File: src/rtl/mips_fetch_pkg.sv
// Shared definitions for the MIPS fetch stage: fetch state encoding, reset
// defaults and opcode field bounds.
package mips_fetch_pkg;

  typedef logic [1:0] fetch_state_t;

  localparam fetch_state_t RST_HOLD = 2'd0;
  localparam fetch_state_t FETCH    = 2'd1;
  localparam fetch_state_t KILL     = 2'd2;

  localparam logic [31:0] DEF_RESET_PC  = 32'h0040_0000;
  localparam logic [31:0] DEF_NOP_INSTR = 32'h0000_0000;

  localparam int OP_MSB = 31;
  localparam int OP_LSB = 26;

  // Branch/jump targets are forced onto a word boundary.
  function automatic logic [31:0] align_pc(input logic [31:0] addr);
    return addr & ~32'd3;
  endfunction

endpackage

File: src/rtl/if_id_register.sv
// IF/ID pipeline register: flush (to NOP, invalid) beats load, otherwise hold.
module if_id_register
  import mips_fetch_pkg::*;
#(
  parameter logic [31:0] NOP_INSTR = DEF_NOP_INSTR
) (
  input  logic        clk,
  input  logic        rst_n,
  input  logic        load,
  input  logic        flush,
  input  logic [31:0] instr_in,
  input  logic [31:0] pcplus4_in,
  output logic [31:0] instr,
  output logic [31:0] pcplus4,
  output logic        valid
);

  logic [31:0] instr_d, instr_q;
  logic [31:0] pcplus4_d, pcplus4_q;
  logic        valid_d, valid_q;

  // NOTE: every output of a combinational block gets a default first, so no path can infer a latch.
  always_comb begin
    instr_d   = instr_q;
    pcplus4_d = pcplus4_q;
    valid_d   = valid_q;
    if (flush) begin
      instr_d = NOP_INSTR;
      valid_d = 1'b0;
    end else if (load) begin
      instr_d   = instr_in;
      pcplus4_d = pcplus4_in;
      valid_d   = 1'b1;
    end
  end

  // NOTE: state updates use non-blocking assignments so every flop samples pre-edge values.
  always_ff @(posedge clk or negedge rst_n) begin
    if (!rst_n) begin
      instr_q   <= NOP_INSTR;
      pcplus4_q <= '0;
      valid_q   <= 1'b0;
    end else begin
      instr_q   <= instr_d;
      pcplus4_q <= pcplus4_d;
      valid_q   <= valid_d;
    end
  end

  assign instr   = instr_q;
  assign pcplus4 = pcplus4_q;
  assign valid   = valid_q;

endmodule

File: src/rtl/if_id_fetch_stage.sv
// MIPS instruction fetch stage with IF/ID register, req/ack instruction memory
// port, stall and redirect. Define FETCH_STATS_EN to add fetch/squash counters.
module if_id_fetch_stage
  import mips_fetch_pkg::*;
#(
  parameter logic [31:0] RESET_PC  = DEF_RESET_PC,
  parameter logic [31:0] NOP_INSTR = DEF_NOP_INSTR
) (
  input  logic        clk,
  input  logic        reset,
  input  logic        IF_Stall,
  input  logic        Redirect,
  input  logic [31:0] RedirectPC,
  output logic        IMem_Req,
  output logic [31:0] IMem_Addr,
  input  logic [31:0] IMem_RData,
  input  logic        IMem_Ack,
  output logic [31:0] PC,
  output logic [31:0] ID_Instruction,
  output logic [31:0] ID_PCPlus4,
  output logic        ID_Valid,
  output logic [5:0]  ID_OP
`ifdef FETCH_STATS_EN
  ,
  output logic [31:0] FetchCount,
  output logic [31:0] SquashCount
`endif
);

  fetch_state_t state_d, state_q;
  logic [31:0]  pc_d, pc_q;
  logic [31:0]  kill_addr_d, kill_addr_q;
  logic         req, ack_eff, redirect_eff, load, flush;

  always_comb begin
    state_d      = state_q;
    pc_d         = pc_q;
    kill_addr_d  = kill_addr_q;
    req          = 1'b0;
    load         = 1'b0;
    flush        = 1'b0;
    case (state_q)
      RST_HOLD: state_d = FETCH;
      FETCH:    req = !(IF_Stall && ID_Valid);
      KILL:     req = 1'b1;
      default:  state_d = FETCH;
    endcase
    ack_eff      = IMem_Ack && req;
    redirect_eff = Redirect && (state_q != RST_HOLD);

    if (redirect_eff) begin
      pc_d  = align_pc(RedirectPC);
      flush = 1'b1;
      // An outstanding request must still complete at its old address.
      if (req && !IMem_Ack) begin
        state_d = KILL;
        if (state_q == FETCH) kill_addr_d = pc_q;
      end else begin
        state_d = FETCH;
      end
    end else if (state_q == FETCH) begin
      if (ack_eff) begin
        load = 1'b1;
        pc_d = pc_q + 32'd4;
      end else if (!IF_Stall) begin
        flush = 1'b1;
      end
    end else if (state_q == KILL && IMem_Ack) begin
      state_d = FETCH;
    end
  end

  // NOTE: the address/data flops are reset too, so nothing downstream ever sees X after reset.
  always_ff @(posedge clk or negedge reset) begin
    if (!reset) begin
      state_q     <= RST_HOLD;
      pc_q        <= RESET_PC;
      kill_addr_q <= RESET_PC;
    end else begin
      state_q     <= state_d;
      pc_q        <= pc_d;
      kill_addr_q <= kill_addr_d;
    end
  end

  assign IMem_Req  = req;
  assign IMem_Addr = (state_q == KILL) ? kill_addr_q : pc_q;
  assign PC        = pc_q;

  if_id_register #(.NOP_INSTR(NOP_INSTR)) u_if_id (
    .clk        (clk),
    .rst_n      (reset),
    .load       (load),
    .flush      (flush),
    .instr_in   (IMem_RData),
    .pcplus4_in (pc_q + 32'd4),
    .instr      (ID_Instruction),
    .pcplus4    (ID_PCPlus4),
    .valid      (ID_Valid)
  );

  assign ID_OP = ID_Instruction[OP_MSB:OP_LSB];

`ifdef FETCH_STATS_EN
  logic [31:0] fetch_count_d, fetch_count_q;
  logic [31:0] squash_count_d, squash_count_q;

  always_comb begin
    fetch_count_d  = fetch_count_q;
    squash_count_d = squash_count_q;
    if (load) fetch_count_d = fetch_count_q + 32'd1;
    if (redirect_eff && (ID_Valid || ack_eff)) squash_count_d = squash_count_q + 32'd1;
  end

  always_ff @(posedge clk or negedge reset) begin
    if (!reset) begin
      fetch_count_q  <= '0;
      squash_count_q <= '0;
    end else begin
      fetch_count_q  <= fetch_count_d;
      squash_count_q <= squash_count_d;
    end
  end

  assign FetchCount  = fetch_count_q;
  assign SquashCount = squash_count_q;
`endif

endmodule

File: config.mk
export PLATFORM = sky130hd
export DESIGN_NAME = if_id_fetch_stage
export DESIGN_NICKNAME = d
export VERILOG_FILES = /design/src/rtl/mips_fetch_pkg.sv /design/src/rtl/if_id_register.sv /design/src/rtl/if_id_fetch_stage.sv
export SDC_FILE = /design/constraint.sdc
export NUM_CORES = 1
export LEC_CHECK = 0
export ABC_AREA = 1
export ABC_CLOCK_PERIOD_IN_PS = 2900
export CAP_MARGIN = 10
export CORE_UTILIZATION = 41
export DETAILED_ROUTE_END_ITERATION = 8
export PLACE_DENSITY_LB_ADDON = 0.3
export SETUP_SLACK_MARGIN = 0.3
export SLEW_MARGIN = 20
export SYNTH_ARGS = -nofsm -noshare
export SYNTH_HDL_FRONTEND = slang
export SYNTH_HIERARCHICAL = 1
export SYNTH_SLANG_ARGS = --single-unit
File: constraint.sdc
create_clock -name clk -period 2.9 [get_ports clk]
set_clock_uncertainty 0.1 [all_clocks]
set_input_delay 0.29 -clock clk [delete_from_list [all_inputs] [get_ports clk]]
set_output_delay 0.29 -clock clk [all_outputs]
set_load 0.1 [all_outputs]
Word-level counts from Yosys, hierarchy flattened
Index checks and enable logic that the tools add are counted.

operators by class
  reductions and logical operators = 15
  equal/unequal tests = 2
  muxes and demuxes = 21
  add/sub/neg operators = 1
  bitwise logic cells = 1

operators by type and width
  cell                                                              count
  32-bit two-way mux                                                6
  32-bit by 3-bit adder with 32-bit output (second input constant)  1
  2-bit two-way mux                                                 5
  1-bit two-way mux                                                 9
  2-bit nonzero test                                                4
  1-bit logical AND                                                 5
  2-bit AND reduction                                               2
  3-bit AND reduction                                               1
  2-bit by 1-bit == test with 1-bit output (second input constant)  1
  2-bit == test (second input constant)                             1
  1-bit zero test                                                   2
  1-bit case mux with 2 select lines                                1
  2-bit OR reduction                                                1
  1-bit NOT                                                         1

word-level totals
  word-level logic and storage cells = 46
  input port bits = 69
  output and inout port bits = 136
  flip-flop bits (word level) = 131

Depth between registers and ports, before layout
  word-level depth = 9
  depth in mapped cells = 12
  gate-level depth less buffers = 11

Hierarchy
The synthesis kept the hierarchy.

by module, submodules not included
  module             seq. area each (µm²)  times used  cells each  area an instance (µm²)
  if_id_fetch_stage  1554.0                1           637         4215.3
  if_id_register     1626.6                1           282         2544.9

Worst setup path after synthesis
Ideal clock, no wire load.

  kind = register to output
  start point = reg pc_q[5] (netlist: PC[5])
  end point = out IMem_Addr[5]
  stages on the path, launching flop included = 3
  arrival = 3.379 ns
  buffers on the path = 0
  data required time = 2.510 ns
  path slack = -0.869 ns
  cell sequence = dfrtp_1 inv_1 o21ai_0

on the way
  word-level cells in the longest chain between the ends = 1

ends and longest elaborated chain
  element                 line                     source
  start, declared         if_id_fetch_stage.sv:31  logic [31:0] pc_d, pc_q;
  start signal, assigned  if_id_fetch_stage.sv:81  pc_q <= pc_d;
  32-bit two-way mux      if_id_fetch_stage.sv:87  assign IMem_Addr = (state_q == KILL) ? kill_addr_q : pc_q;
  end, declared           if_id_fetch_stage.sv:15  output logic [31:0] IMem_Addr,

Every way passes these cells.

Worst setup path after layout
  start point = reg state_q[1]
  end point = reg u_if_id.instr_q[18] (netlist: u_if_id/instr[18])

on the way
  word-level cells in the longest chain between the ends = 7
  elaborated cells between the ends (all ways) = 14
  those cells by class = eq/ne (2); mux (8); reduce/logical (4)

ends and longest elaborated chain
  element                                                                           line                                              source
  start, declared                                                                   if_id_fetch_stage.sv:30                           fetch_state_t state_d, state_q;
  start signal, assigned                                                            if_id_fetch_stage.sv:80                           state_q <= state_d;
  2-bit == test / 2-bit by 1-bit == test with 1-bit output (equally long branches)  if_id_fetch_stage.sv:42, if_id_fetch_stage.sv:61
  1-bit case mux with 2 select lines                                                if_id_fetch_stage.sv:42                           case (state_q)
  1-bit logical AND                                                                 if_id_fetch_stage.sv:48                           ack_eff = IMem_Ack && req;
  1-bit two-way mux                                                                 if_id_fetch_stage.sv:62                           if (ack_eff) begin
  1-bit two-way mux                                                                 if_id_fetch_stage.sv:61                           end else if (state_q == FETCH) begin
  1-bit two-way mux (*)                                                             if_id_fetch_stage.sv:51                           if (redirect_eff) begin
  via flush                                                                         if_id_fetch_stage.sv:33                           logic req, ack_eff, redirect_eff, load, flush;
  32-bit two-way mux / 2-bit nonzero test (equally long branches)                   n/a
  end signal, assigned                                                              if_id_register.sv:44                              instr_q <= instr_d;
  end, declared                                                                     if_id_register.sv:18                              logic [31:0] instr_d, instr_q;

Mark *: on every way through the listed nets, which the timed path passes. The rest lies on a longest branch.
A chain may end at the register's enable or synchronous reset.

==> results.sh <==
export IMPL_grt_pass1_vias=5933
export IMPL_n_antenna_cell=0
export IMPL_fin_crit_sh=0.830
export IMPL_drv_cap=0
export IMPL_antenna_found_initial=0
export IMPL_clk_pin_slew_ns=0.05
export IMPL_overflow=0
export IMPL_layout_nets=1173
export IMPL_port_buffers=198
export IMPL_clkLatencyLatePin_ns=0.42
export IMPL_grt_max_degree=128
export IMPL_clock_path_buffers=2
export IMPL_gp_congestion=0.940
export IMPL_die_h_um=130
export IMPL_die_area_sq_mm=0.0170
export IMPL_worstMarginPinSlew_ns=0.697
export IMPL_netlist_area_sq_mm=0.00676
export IMPL_synth_cell_types=28
export IMPL_drv_slew=0
export IMPL_period_needed_ns=2.41
export IMPL_reg2reg_slack_ns=0.49
export IMPL_critPathArrivalTime_ns=2.66
export IMPL_drt_first_iter_violations=464
export IMPL_cts_tree="built"
export IMPL_route_detailed_drc=0
export IMPL_chipWidth_um=130
export IMPL_cts_sinks=127
export IMPL_setup_tns_ns=0
export IMPL_crit_required_ns=3.15
export IMPL_cts_max_level=4
export IMPL_drt_pass1_iterations=5
export IMPL_grt_pass1_wl_mm=30.9
export IMPL_postSynthAreaPerCell_sq_um=7.36
export IMPL_hold_path_class="input pin to flip-flop"
export IMPL_crit_end="u_if_id/instr[18]"
export IMPL_drt_wl_total_mm=19.6
export IMPL_setup_viol=0
export IMPL_ios=205
export IMPL_wl_per_cell_um=14.8
export IMPL_critPathKind="flip-flop to flip-flop"
export IMPL_max_freq_ghz=0.416
export IMPL_rows=46
export IMPL_area_growth_pct=41.1
export IMPL_hold_viol_final=0
export IMPL_outcome="finished clean"
export IMPL_cp_start_kind="flip-flop"
export IMPL_ys_ff_latch=127
export IMPL_r2r_end="u_if_id/instr[18]"
export IMPL_cp_max_fo=65
export IMPL_slew_headroom=0.535
export IMPL_rr_startpoint="state_q[1]"
export IMPL_numCtsBuffers=17
export IMPL_drtAntennaViolNets=0
export IMPL_ys_seq_area_frac=0.470
export IMPL_start_util=0.423
export IMPL_ys_warn_count=6
export IMPL_drive_above_1_share=0.225
export IMPL_endpoint_kind="flip-flop"
export IMPL_rr_worst_depth=11
export IMPL_dpl_hpwl_mm=13.8
export IMPL_crit_start="state_q[1]"
export IMPL_post_cts_resized=0
export IMPL_vias_per_cell=4.85
export IMPL_num_vias=6443
export IMPL_core_sq_mm=0.0160
export IMPL_root_buffer="clkbuf_16"
export IMPL_rsz0062_at_grt="no"
export IMPL_synthesis_instances=919
export IMPL_track_usage=0.239
## routing by layer
metal | vias up | track usage | part of all wire
met5 | - | 0 | 0
met4 | 0 | 0.0811 | 0.017
met3 | 23 | 0.0582 | 0.077
met2 | 231 | 0.374 | 0.45
met1 | 2933 | 0.324 | 0.45
li1 | 3256 | - | -
## how the worst min path moves through the flow
stage,from,to,slack (ns),cells past startpoint
final,IMem_RData[16],u_if_id/instr[16],0.33,3
after global placement,u_if_id/instr[11],u_if_id/instr[11],0.35,2
after CTS,IMem_RData[16],u_if_id/instr[16],0.32,3
after detailed placement,reset,u_if_id/instr[29],0.36,2
after global routing,IMem_RData[16],u_if_id/instr[16],0.34,3
after floorplan,reset,PC[10],-0.11,0
## stage by stage
stage | std cells | util | setup slack, ns | hold WS, ns | instance area [sq um]
floorplan | 924 | - | 0.405 | -0.106 | 6890
global placement | 1296 | 0.556 | 0.538 | 0.355 | 8890
detailed placement | 1296 | 0.556 | 0.529 | 0.357 | 8890
CTS | 1328 | 0.596 | 0.513 | 0.322 | 9540
global route | 1328 | 0.596 | 0.330 | 0.337 | 9540
finish | 1328 | 0.596 | 0.494 | 0.334 | 9540
## worst max-delay path: stages (launching register included)
cell and delay [ns]:
dfrtp_1 0.40, inv_1 0.09, ha_1 0.29, nand2_1 0.13, nand3b_4 0.11, nand3_4 0.09
nand3_1 0.08, nand2_1 0.09, inv_2 0.06, buf_4 0.53, nand3_1 0.23, nand2_1 0.13
## cells in the mapped netlist (all sizes together)
library cell	number	area [sq um]
nor2	86	388
nand3	102	536
inv	50	188
conb	1	3.75
dfrtp	125	3130
clkinv	1	5.00
ha	4	50.1
buf	44	297
and2	4	27.5
nand4	1	6.26
nand2	401	1520
clkbuf	10	37.5
o21ai	80	442
nand3b	2	27.5
dfstp	2	52.6
xor2	6	52.6
## kinds of logic (layout without fill, tap and decap cells)
logic type      after synthesis  count (layout)  synth area share
simple gates                596             596             0.371
flops                       127             127             0.470
buf+inv                     105             293            0.0779
compound gates               80              80            0.0653
xor+xnor                      6               6           0.00777
fa+ha+maj                     4               4           0.00740
other cells                   1               6          0.000555
## layout by cell type, fill, tap and decap left out, drive strengths merged
cell type      count
ha                 4
nand3b             2
buf              145
dlygate4sd3        1
clkbuf            26
dfstp              2
o21ai             80
and2               4
nand2            401
nor2              86
bufinv             4
nand3            102
nand4              1
dfrtp            125
inv               50
clkdlybuf4s50     65
conb               6
clkinv             2
xor2               6
## cell type report
| cell class | count | area (sq um) |
|---|---|---|
| clock buffers | 26 | 509 |
| clock inverters | 5 | 125 |
| fillers | 1464 | 6460 |
| inverters | 51 | 193 |
| multi-input cells | 692 | 3200 |
| flip-flops and latches | 127 | 3180 |
| well taps | 216 | 270 |
| repair buffers | 211 | 2060 |
## state kept, by name (all words and copies together), names as in the netlist
| name | count |
|---|---|
| u_if_id/pcplus4 | 32 |
| state_q | 2 |
| kill_addr_q | 30 |
| PC | 30 |
| u_if_id/valid | 1 |
| u_if_id/instr | 32 |
## what timing repair did
item | in CTS | in global routing
hold buffers | 1 | 0
setup buffers | 0 | 0
hold endpoints to repair | 125 | 0
Power is not shown: default switching activity piles up to over one toggle a cycle in this logic, so the estimate is an artifact.
==> variant: new RTL, same flow settings <==
The option `FETCH_STATS_EN` is turned on by a define.
--- a/src/rtl/if_id_fetch_stage.sv
+++ b/src/rtl/if_id_fetch_stage.sv
@@ -1,5 +1,7 @@
 // MIPS instruction fetch stage with IF/ID register, req/ack instruction memory
 // port, stall and redirect. Define FETCH_STATS_EN to add fetch/squash counters.
+`define FETCH_STATS_EN
+
 module if_id_fetch_stage
   import mips_fetch_pkg::*;
 #(
Function (old outputs only; new: FetchCount and SquashCount): kept (equiv_simple and equiv_induct, registers matched by name and starting in step).
==> variant against the unedited design <==
- wire length increased by 60%
- worst setup slack got worse by 0.026 ns
- sequential cell count increased by 64
- count of clock-buffer cells in the layout decreased by 6
- register-to-register slack improved by 0.13 ns
- critical path depth decreased by 5
- synthesized cell count increased by 64%
- design area increased by 47%
- highest routed layer unchanged
- utilization decreased by 4.1 points
- cell count increased by 57%
- synthesized area increased by 55%
Power is left out: the tool's default activity adds up to more than one toggle a clock period on the data nets, which glitch-free logic cannot reach.
==> variant: results (changes against the unedited design) <==
layout cell share with drive strength beyond 1 = 16.6% (-5.9 points)
DR vias/cell = 4.95 (+2.0%)
final net count = 1,820 (+55%)
hold crit path type = in2async
main flop type after synthesis = dfrtp_1
critical path's slowest cell = dfrtp_1
cell family with most CP delay = buffers and inverters
total track usage = 24.1% (+0.25 points)
Register Area = 4780 sq um (+50%)
Post-Syn Area = 10,500 sq um (+55%)
number of global-route vias before repair = 9,603 (+62%)
Core Util, Final = 55.5% (-4.1 points)
pre-CTS WS = 0.509 ns (-0.0203 ns)
Port Buffers = 262 (+32%)
xor-xnor portion of the synthesized cell area = 2.83% (+2.1 points)
Non-clk bufs = 281 (+33%)
Max FO, Critical Path = 45 (-31%)
worst slew pin tran = 0.607 ns (-0.0901 ns)
crit path DAT = 2.04 ns (-0.62 ns)
FILL cells = 2,398 (+64%)
Worst Setup SP = state_q[0]$_DFF_PN0_
first-pass GRT wire length = 50,100 microns (+62%)
Largest stage delay, worst path = 0.38 ns (-0.15 ns)
DP HPWL = 22,900 microns (+66%)
TritonCTS sink count = 191 (+50%)
Clk pin slew, worst setup/hold paths = 0.08 ns (+0.03 ns)
Post-synth top cells = 658 x nand2_1, 192 x nor2_1, 189 x dfrtp_1, 126 x nand3_1, 96 x o21ai_0
area fraction in compound gates after synthesis = 5.11% (-1.4 points)
synth unique cells = 30 (+7.1%)
register area share after synthesis = 45.5% (-1.5 points)
inverter count = 91 (+78%)
Worst-Skew Late Latency = 0.44 ns (+0.02 ns)
fraction of area in multi-input gates = 36.9% (+3.4 points)
Post-Synth Adder-Cell Area = 0.715% (-0.026 points)
Clock buf/inv share = 4.69% (-2.0 points)
Clock Buffer Count = 20 (-23%)
non-clk buf share = 18.8% (-2.9 points)
Multi-In Gates = 1,163 (+68%)
GP Congestion = 0.858 (-8.8%)
status = finished clean
placed inst area = 13,300 sq um (+50%)
Syn Area/Cell = 6.98 sq um (-5.0%)
largest net degree at the start of global routing = 61 (-52%)
-- variant: worst paths after layout --
kind | endpoint | cells past startpoint | slack (ns)
min in group clk | u_if_id/instr[31]$_DFFE_PN0P_ | 3 | 0.31
setup / recovery | IMem_Addr[27] | 6 | 0.47
setup reg to reg | u_if_id/pcplus4[28]$_DFFE_PN0P_ | 9 | 0.62
hold / removal | SquashCount[22]$_DFFE_PN0P_ | 2 | 0.29
max in group asynchronous | PC[22]$_DFFE_PN1P_ | 3 | 1.63
hold reg to reg | u_if_id/pcplus4[2]$_DFFE_PN0P_ | 2 | 0.37
-- variant: per-layer routing --
metal  GRT usage (%)  vias up  share of wire (%)
met5               0        -                  0
met4            5.62        0                1.4
met3            3.80       27                5.2
met2            40.7      307                 48
met1            32.4     4812                 45
li1                -     5179                  -
-- variant: what timing repair did --
item	4_1_cts	5_1_grt
hold buffers	1	0
pin swaps	0	0
endpoints found under the setup margin	1	30
endpoints found under the hold margin	56	0
gates resized for setup	1	2
